File: src/rtl/seven_seg_scan_ctrl_pkg.sv
// Shared definitions for the seven-segment scan controller: state encoding,
// nibble width and the leading-zero blanking helper.
package seven_seg_scan_ctrl_pkg;

    typedef enum logic [1:0] {
        ST_OFF   = 2'd0,
        ST_DRIVE = 2'd1,
        ST_GUARD = 2'd2
    } scan_state_e;

    localparam int NIB_W      = 4;
    localparam int MAX_DIGITS = 8;

    // 1 when digit idx and every more significant digit below ndig are zero
    function automatic logic lz_blank(input logic [31:0] nibs, input int idx, input int ndig);
        logic all_zero;
        all_zero = 1'b1;
        for (int i = 0; i < MAX_DIGITS; i++) begin
            if (i >= idx && i < ndig && nibs[4*i +: 4] != 4'h0) begin
                all_zero = 1'b0;
            end else begin
                all_zero = all_zero;
            end
        end
        return (idx != 0) && all_zero;
    endfunction

endpackage

File: src/rtl/seven_seg_scan_ctrl_tick_gen.sv
// Dwell prescaler: counts while clr is low and flags the last cycle of a
// CLK_DIV-cycle digit visit.
module scan_tick_gen #(
    parameter int CLK_DIV = 50000
) (
    input  logic clk,
    input  logic rst,
    input  logic clr,
    output logic tick
);
    localparam int CW = (CLK_DIV > 1) ? $clog2(CLK_DIV) : 1;

    logic [CW-1:0] count_r;

    // Free-running counter reset by clr (also applied at every wrap by the parent)
    always_ff @(posedge clk or posedge rst) begin
        if (rst) begin
            count_r <= {CW{1'b0}};
        end else if (clr) begin
            count_r <= {CW{1'b0}};
        end else begin
            count_r <= count_r + CW'(1);
        end
    end

    assign tick = (count_r == CW'(CLK_DIV - 1));

endmodule

File: src/rtl/seven_seg_scan_ctrl.sv
// Multiplexed scan controller for a common-anode 7-seg bank: double-buffered
// value, guard gap between digits and optional leading-zero blanking.
module seven_seg_scan_ctrl
    import seven_seg_scan_ctrl_pkg::*;
#(
    parameter int NUM_DIGITS = 4,
    parameter int CLK_DIV    = 50000,
    parameter int GUARD_CYC  = 2,
    parameter int LZ_BLANK   = 1
) (
    input  logic                        clk,
    input  logic                        rst,
    input  logic                        en,
    input  logic                        load,
    input  logic [NIB_W*NUM_DIGITS-1:0] value,
    output logic                        load_ack,
    output logic [NUM_DIGITS-1:0]       an,
    output logic [NIB_W-1:0]            seg_num,
    output logic                        seg_enable,
    output logic                        frame_done
);
    localparam int IW = $clog2(NUM_DIGITS);
    localparam int GW = (GUARD_CYC > 1) ? $clog2(GUARD_CYC) : 1;
    localparam int VW = NIB_W * NUM_DIGITS;
    localparam logic [NUM_DIGITS-1:0] AN_OFF = {NUM_DIGITS{1'b1}};

    scan_state_e     state_r, state_s;
    logic [IW-1:0]   idx_r, idx_s;
    logic [VW-1:0]   shadow_r, shadow_s, pending_r, pending_s;
    logic            shadow_vld_r, shadow_vld_s, pending_vld_r, pending_vld_s;
    logic [GW-1:0]   gcnt_r, gcnt_s;
    logic [NUM_DIGITS-1:0] an_s;
    logic [NIB_W-1:0] seg_num_s;
    logic            seg_enable_s, load_ack_s, frame_done_s;
    logic            tick_s, clr_s, advance_s, commit_s;
    logic [31:0]     shadow_ext_s;

    assign clr_s = (state_r != ST_DRIVE) || tick_s;

    scan_tick_gen #(.CLK_DIV(CLK_DIV)) u_tick (
        .clk  (clk),
        .rst  (rst),
        .clr  (clr_s),
        .tick (tick_s)
    );

    // Next-state, buffer and output decode; outputs derive from next state so they register in step
    always_comb begin
        state_s       = state_r;
        idx_s         = idx_r;
        shadow_s      = shadow_r;
        shadow_vld_s  = shadow_vld_r;
        pending_s     = pending_r;
        pending_vld_s = pending_vld_r;
        gcnt_s        = {GW{1'b0}};
        load_ack_s    = 1'b0;
        frame_done_s  = 1'b0;
        advance_s     = 1'b0;
        commit_s      = 1'b0;

        case (state_r)
            ST_OFF: begin
                if (load) begin
                    shadow_s     = value;
                    shadow_vld_s = 1'b1;
                    load_ack_s   = 1'b1;
                end else begin
                    shadow_s = shadow_r;
                end
                if (en && shadow_vld_r) begin
                    state_s = ST_DRIVE;
                    idx_s   = {IW{1'b0}};
                end else begin
                    state_s = ST_OFF;
                end
            end
            ST_DRIVE: begin
                if (tick_s) begin
                    if (GUARD_CYC == 0) begin
                        advance_s = 1'b1;
                    end else begin
                        state_s = ST_GUARD;
                    end
                end else begin
                    state_s = ST_DRIVE;
                end
            end
            ST_GUARD: begin
                if (gcnt_r == GW'(GUARD_CYC - 1)) begin
                    advance_s = 1'b1;
                end else begin
                    gcnt_s = gcnt_r + GW'(1);
                end
            end
            default: begin
                state_s = ST_OFF;
                idx_s   = {IW{1'b0}};
            end
        endcase

        if (advance_s) begin
            state_s = ST_DRIVE;
            if (idx_r == IW'(NUM_DIGITS - 1)) begin
                idx_s        = {IW{1'b0}};
                frame_done_s = 1'b1;
                commit_s     = 1'b1;
            end else begin
                idx_s = idx_r + IW'(1);
            end
        end else begin
            commit_s = 1'b0;
        end

        // Turning the display off flushes any pending value into the shadow
        if (state_r != ST_OFF) begin
            if (!en) begin
                state_s      = ST_OFF;
                idx_s        = {IW{1'b0}};
                gcnt_s       = {GW{1'b0}};
                frame_done_s = 1'b0;
                commit_s     = 1'b1;
            end else begin
                state_s = state_s;
            end
            if (commit_s) begin
                if (load) begin
                    shadow_s   = value;
                    load_ack_s = 1'b1;
                end else if (pending_vld_r) begin
                    shadow_s   = pending_r;
                    load_ack_s = 1'b1;
                end else begin
                    shadow_s = shadow_r;
                end
                pending_vld_s = 1'b0;
            end else if (load) begin
                pending_s     = value;
                pending_vld_s = 1'b1;
            end else begin
                pending_s = pending_r;
            end
        end else begin
            pending_vld_s = pending_vld_r;
        end

        shadow_ext_s = 32'(shadow_s);
        an_s         = AN_OFF;
        seg_num_s    = seg_num;
        seg_enable_s = 1'b0;
        if (state_s == ST_DRIVE) begin
            an_s[idx_s]  = 1'b0;
            seg_num_s    = shadow_s[NIB_W*idx_s +: NIB_W];
            seg_enable_s = !((LZ_BLANK != 0) && lz_blank(shadow_ext_s, int'(idx_s), NUM_DIGITS));
        end else begin
            seg_enable_s = 1'b0;
        end
    end

    // State, buffers and registered outputs
    always_ff @(posedge clk or posedge rst) begin
        if (rst) begin
            state_r       <= ST_OFF;
            idx_r         <= {IW{1'b0}};
            shadow_r      <= {VW{1'b0}};
            shadow_vld_r  <= 1'b0;
            pending_r     <= {VW{1'b0}};
            pending_vld_r <= 1'b0;
            gcnt_r        <= {GW{1'b0}};
            an            <= AN_OFF;
            seg_num       <= {NIB_W{1'b0}};
            seg_enable    <= 1'b0;
            load_ack      <= 1'b0;
            frame_done    <= 1'b0;
        end else begin
            state_r       <= state_s;
            idx_r         <= idx_s;
            shadow_r      <= shadow_s;
            shadow_vld_r  <= shadow_vld_s;
            pending_r     <= pending_s;
            pending_vld_r <= pending_vld_s;
            gcnt_r        <= gcnt_s;
            an            <= an_s;
            seg_num       <= seg_num_s;
            seg_enable    <= seg_enable_s;
            load_ack      <= load_ack_s;
            frame_done    <= frame_done_s;
        end
    end

endmodule
File: config.mk
export PLATFORM = sky130hd
export DESIGN_NAME = seven_seg_scan_ctrl
export DESIGN_NICKNAME = d
export VERILOG_FILES = /design/src/rtl/seven_seg_scan_ctrl_pkg.sv /design/src/rtl/seven_seg_scan_ctrl_tick_gen.sv /design/src/rtl/seven_seg_scan_ctrl.sv
export SDC_FILE = /design/constraint.sdc
export NUM_CORES = 1
export LEC_CHECK = 0
export ABC_AREA = 1
export BUFFER_PORTS_ARGS = -buffer_cell sky130_fd_sc_hd__buf_4
export CAP_MARGIN = 20
export CORE_UTILIZATION = 60
export DETAILED_ROUTE_END_ITERATION = 10
export GPL_ROUTABILITY_DRIVEN = 0
export PLACE_DENSITY = 0.8
export SLEW_MARGIN = 5
export SYNTH_ARGS = -nofsm -noshare
export SYNTH_HDL_FRONTEND = slang
export SYNTH_SLANG_ARGS = --single-unit
File: constraint.sdc
create_clock -name clk -period 4.55 [get_ports clk]
set_clock_uncertainty 0.2 [all_clocks]
set_input_delay 0.455 -clock clk [delete_from_list [all_inputs] [get_ports clk]]
set_output_delay 0.455 -clock clk [all_outputs]
set_load 0.03 [all_outputs]
==> key figures <==
Status
  • Outcome: finished clean

Global routing
  • Total track usage: 28.7%
  • GR met2 Demand/Resource: approximately 50%
  • Vias in the first global route: between 3000 and 4000
  • First-pass GRT wire length: 13.9 mm
  • Met3 usage: 4.00%
  • M1 GR Usage: about 36%
  • Pin count of the biggest net entering global routing: 40
  • Busiest grt layer: met2
  • Antenna violations before repair: 0
  • GRT overflow: 0

Synthesis
  • Mapped Cells: 525
  • Synth Flop Type: dfrtp_1
  • Synthesized Nets: 551
  • Post-synth EDFFs: 0
  • Largest family of logic cells by synthesized area: simple AND/OR/NAND/NOR gates
  • Post-synthesis mux area share: 0%
  • #FFs+latches synth: 66
  • Post-Synth Simple-Gate Area: 33.3%
  • Synth Area in Compound Gates: 8.84%
  • Ys Warns: 0
  • Average size of a mapped cell: ~7.0 um2
  • Synth unique cells: 24
  • Synth Area in XOR/XNOR: 0%
  • Async set-or-reset flop fraction in the synthesized netlist: 100%
  • Post-synthesis adder-cell area fraction: just over 2%
  • Seq/Total Area, Yosys: 45.4%
  • Syn Std Cell Area: about 0.0037 mm2

STA
  • Fmax: between 400 and 500 MHz
  • Final Cycle Share: 53.4%
  • Max_slew headroom: 47.8%
  • Hold_ws: 0.195 ns
  • Min Tclk post-route: approximately 2.4 ns
  • Final setup fails: 0
  • Unrepaired setup endpoints after global routing: false
  • Actual slew at the worst max-slew pin: about 0.78 ns
  • Final Max Slew Viols: 0
  • Fin Setup TNS: 0 ns
  • Final hold violation count: 0

Clocking
  • Clk buf depth: 2
  • Reg clk slew, reported paths: 0.07 ns
  • Htree depth: 3
  • Worst-Skew Late Latency: 0.35 ns
  • Gates resized, CTS repair: 0
  • CTS Root Cell: clkbuf_8
  • Sink Count: 66
  • CTS Buf Count: 9
  • CTS tree: yes

Power
  • Leakage: roughly 2.2 nW
  • Clock share of power: 20.9%
  • Pwr Total: 0.00223 W
  • Internal power: 0.00131 W
  • Max VDD drop: 339 uV
  • Switching portion of total power: 41.3%
  • Sw Pwr: between 0.0009 and 0.001 W
  • Sequential Power Share: 40.3%
  • Comb power frac: 38.8%
  • Cell Pwr Density: 546 mW/mm2

Die
  • IO Count: 31
  • Die area: 0.00640 mm2
  • Core Rows: 28
  • Initial Util: 62.0%
  • Die Y: 80.0 um
  • DIE WIDTH: 80.0 um
  • Core Area: around 0.0059 mm2

Final layout
  • Post-Route Utilization: 69.4%
  • Share of post-route cells with drive strength above 1: between 10% and 20%
  • Synthesis-to-layout area growth: 11.9%
  • N_diodes: 0
  • FILL cells: 499
  • Fin area: 0.00409 mm2
  • Final nets: 580

Detailed routing
  • Via density: 5.30
  • DRT iter0 DRCs: 282
  • Total Wirelength: about 8.4 mm
  • Post-route ant nets: 0
  • DR DRC count: 0
  • Wirelength per Cell: approximately 13 um
  • Via count: 3363
  • Drt pass-1 iters: 5

Setup path
  • Startpoint types: flop
  • CP dominant cell by count: nand2_1
  • Crit. End Element: flop
  • CP Max Fanout: 22
  • Worst endpoint required time: 4.60 ns
  • Worst path cell trace: inv_1 -> ha_1 -> nand3_1 -> nand2_1 -> nand2_1 -> nand2_1 -> nand2_1 -> nor2_1 -> nand2_1 -> nand2_1 -> nand3_1 -> nand2_1 -> inv_1
  • Crit path arrival time: 2.48 ns
  • CP max stage delay: about 0.42 ns
  • Crit path kind: flop to flop
  • CP max stage cell: dfrtp_1

Placed design
  • Final HPWL DP: 5.71 mm
  • Placed cell area: 0.00389 mm2
  • IO buf count: 30

Min path
  • Worst Hold Class: input port to flop

Job
  • Maxcap violations: 0
[Yosys cell counts, types with 7 or more instances]
master   number  area (um2)
o21ai_1      21         105
o21ai_0      27         135
nand3_1      30         150
dfrtp_1      62        1550
a21oi_1      12        60.1
nor3_1        7        35.0
nor2_1       30         113
nand2_1     213         800
buf_2         8        40.0
inv_1        71         267
[critical path: cells and delay by family (launching register included)]
kind	cells	cell delay [ns]
and+or+nand+nor	10	1.36
adders and majority gates	1	0.19
buffers and inverters	2	0.15
DFF	1	0.42
[final timing paths]
| check | slack (ns) | depth (start not counted) | to | from |
|---|---|---|---|---|
| hold / removal | 0.20 | 3 | pending_r[12] | value[12] |
| setup / recovery | 2.12 | 13 | seg_enable | state_r[0] |
| setup reg to reg | 2.12 | 13 | seg_enable | state_r[0] |
| min in group asynchronous | 0.53 | 3 | u_tick.count_r[6] | rst |
| hold reg to reg | 0.26 | 1 | u_tick.count_r[0] | u_tick.count_r[0] |
| max in group asynchronous | 2.69 | 4 | pending_r[6] | rst |
[cell families after synthesis]
kind of cell    count (synthesis)
compound gates                 63
buf+inv                        92
flops                          66
fa+ha+maj                       6
simple gates                  298
[through the flow]
stage,setup slack (ns),std cells
final,2.12,634
after global routing,1.86,634
after CTS,2.14,634
after detailed placement,2.15,617
after global placement,2.21,617
after floorplan,2.25,525
[power by group through the flow]
| stage | Sequential [W] | Clock, W | Combinational [W] |
|---|---|---|---|
| 4_1_cts | 0.000897 | 0.000466 | 0.000866 |
| 2_1_floorplan | 0.000915 | 0 | 0.000641 |
| 6_report | 0.000900 | 0.000466 | 0.000867 |
| 3_3_place_gp | 0.000898 | 0 | 0.000839 |
| 5_1_grt | 0.000922 | 0.000487 | 0.000991 |
| 3_5_place_dp | 0.000905 | 0 | 0.000861 |
[sequential cells by signal, summed over array words and instances (netlist names)]
signal and flops:
shadow_vld_r 1, seg_num 4, idx_r 2, frame_done 1, an 4, pending_vld_r 1, shadow_r 16, gcnt_r 1
state_r 2, seg_enable 1, pending_r 16, u_tick.count_r 16, load_ack 1
[area by class of cell]
class | instances | area, um2 | share of cell area, %
flip-flops and latches | 66 | 1660 | 40.6
well taps | 75 | 93.8 | 2.30
inverters | 77 | 289 | 7.08
clock inverters | 2 | 10.0 | 0.245
clock buffers | 14 | 173 | 4.23
repair buffers | 33 | 250 | 6.13
multi-input cells | 367 | 1610 | 39.5
[per-layer routing]
metal / wire length [um] / vias to the layer above
met5: 0 / -
met4: 229 / 0
met3: 429 / 24
met2: 4000 / 108
met1: 3740 / 1563
li1: - / 1668
[cell usage in the layout, fill, tap and decap left out, drive strengths merged]
cell         netlist  layout
nand2            218     218
inv               77      77
dfrtp             62      62
o21ai             48      48
nor2              37      37
buf               12      32
nand3             30      30
clkbuf             3      14
a21oi             13      13
nor3               7       7
ha                 6       6
nand4              5       5
dfstp              4       4
clkinv             0       2
o22ai              1       1
nor4               1       1
a22oi              1       1
dlygate4sd3        0       1
[repair_timing]
item / 4_1_cts / 5_1_grt
setup buffers: 0 / 0
endpoints found under the hold margin: 23 / 0
hold buffers: 1 / 0
Note: power is estimated with default switching activity, not from simulation.
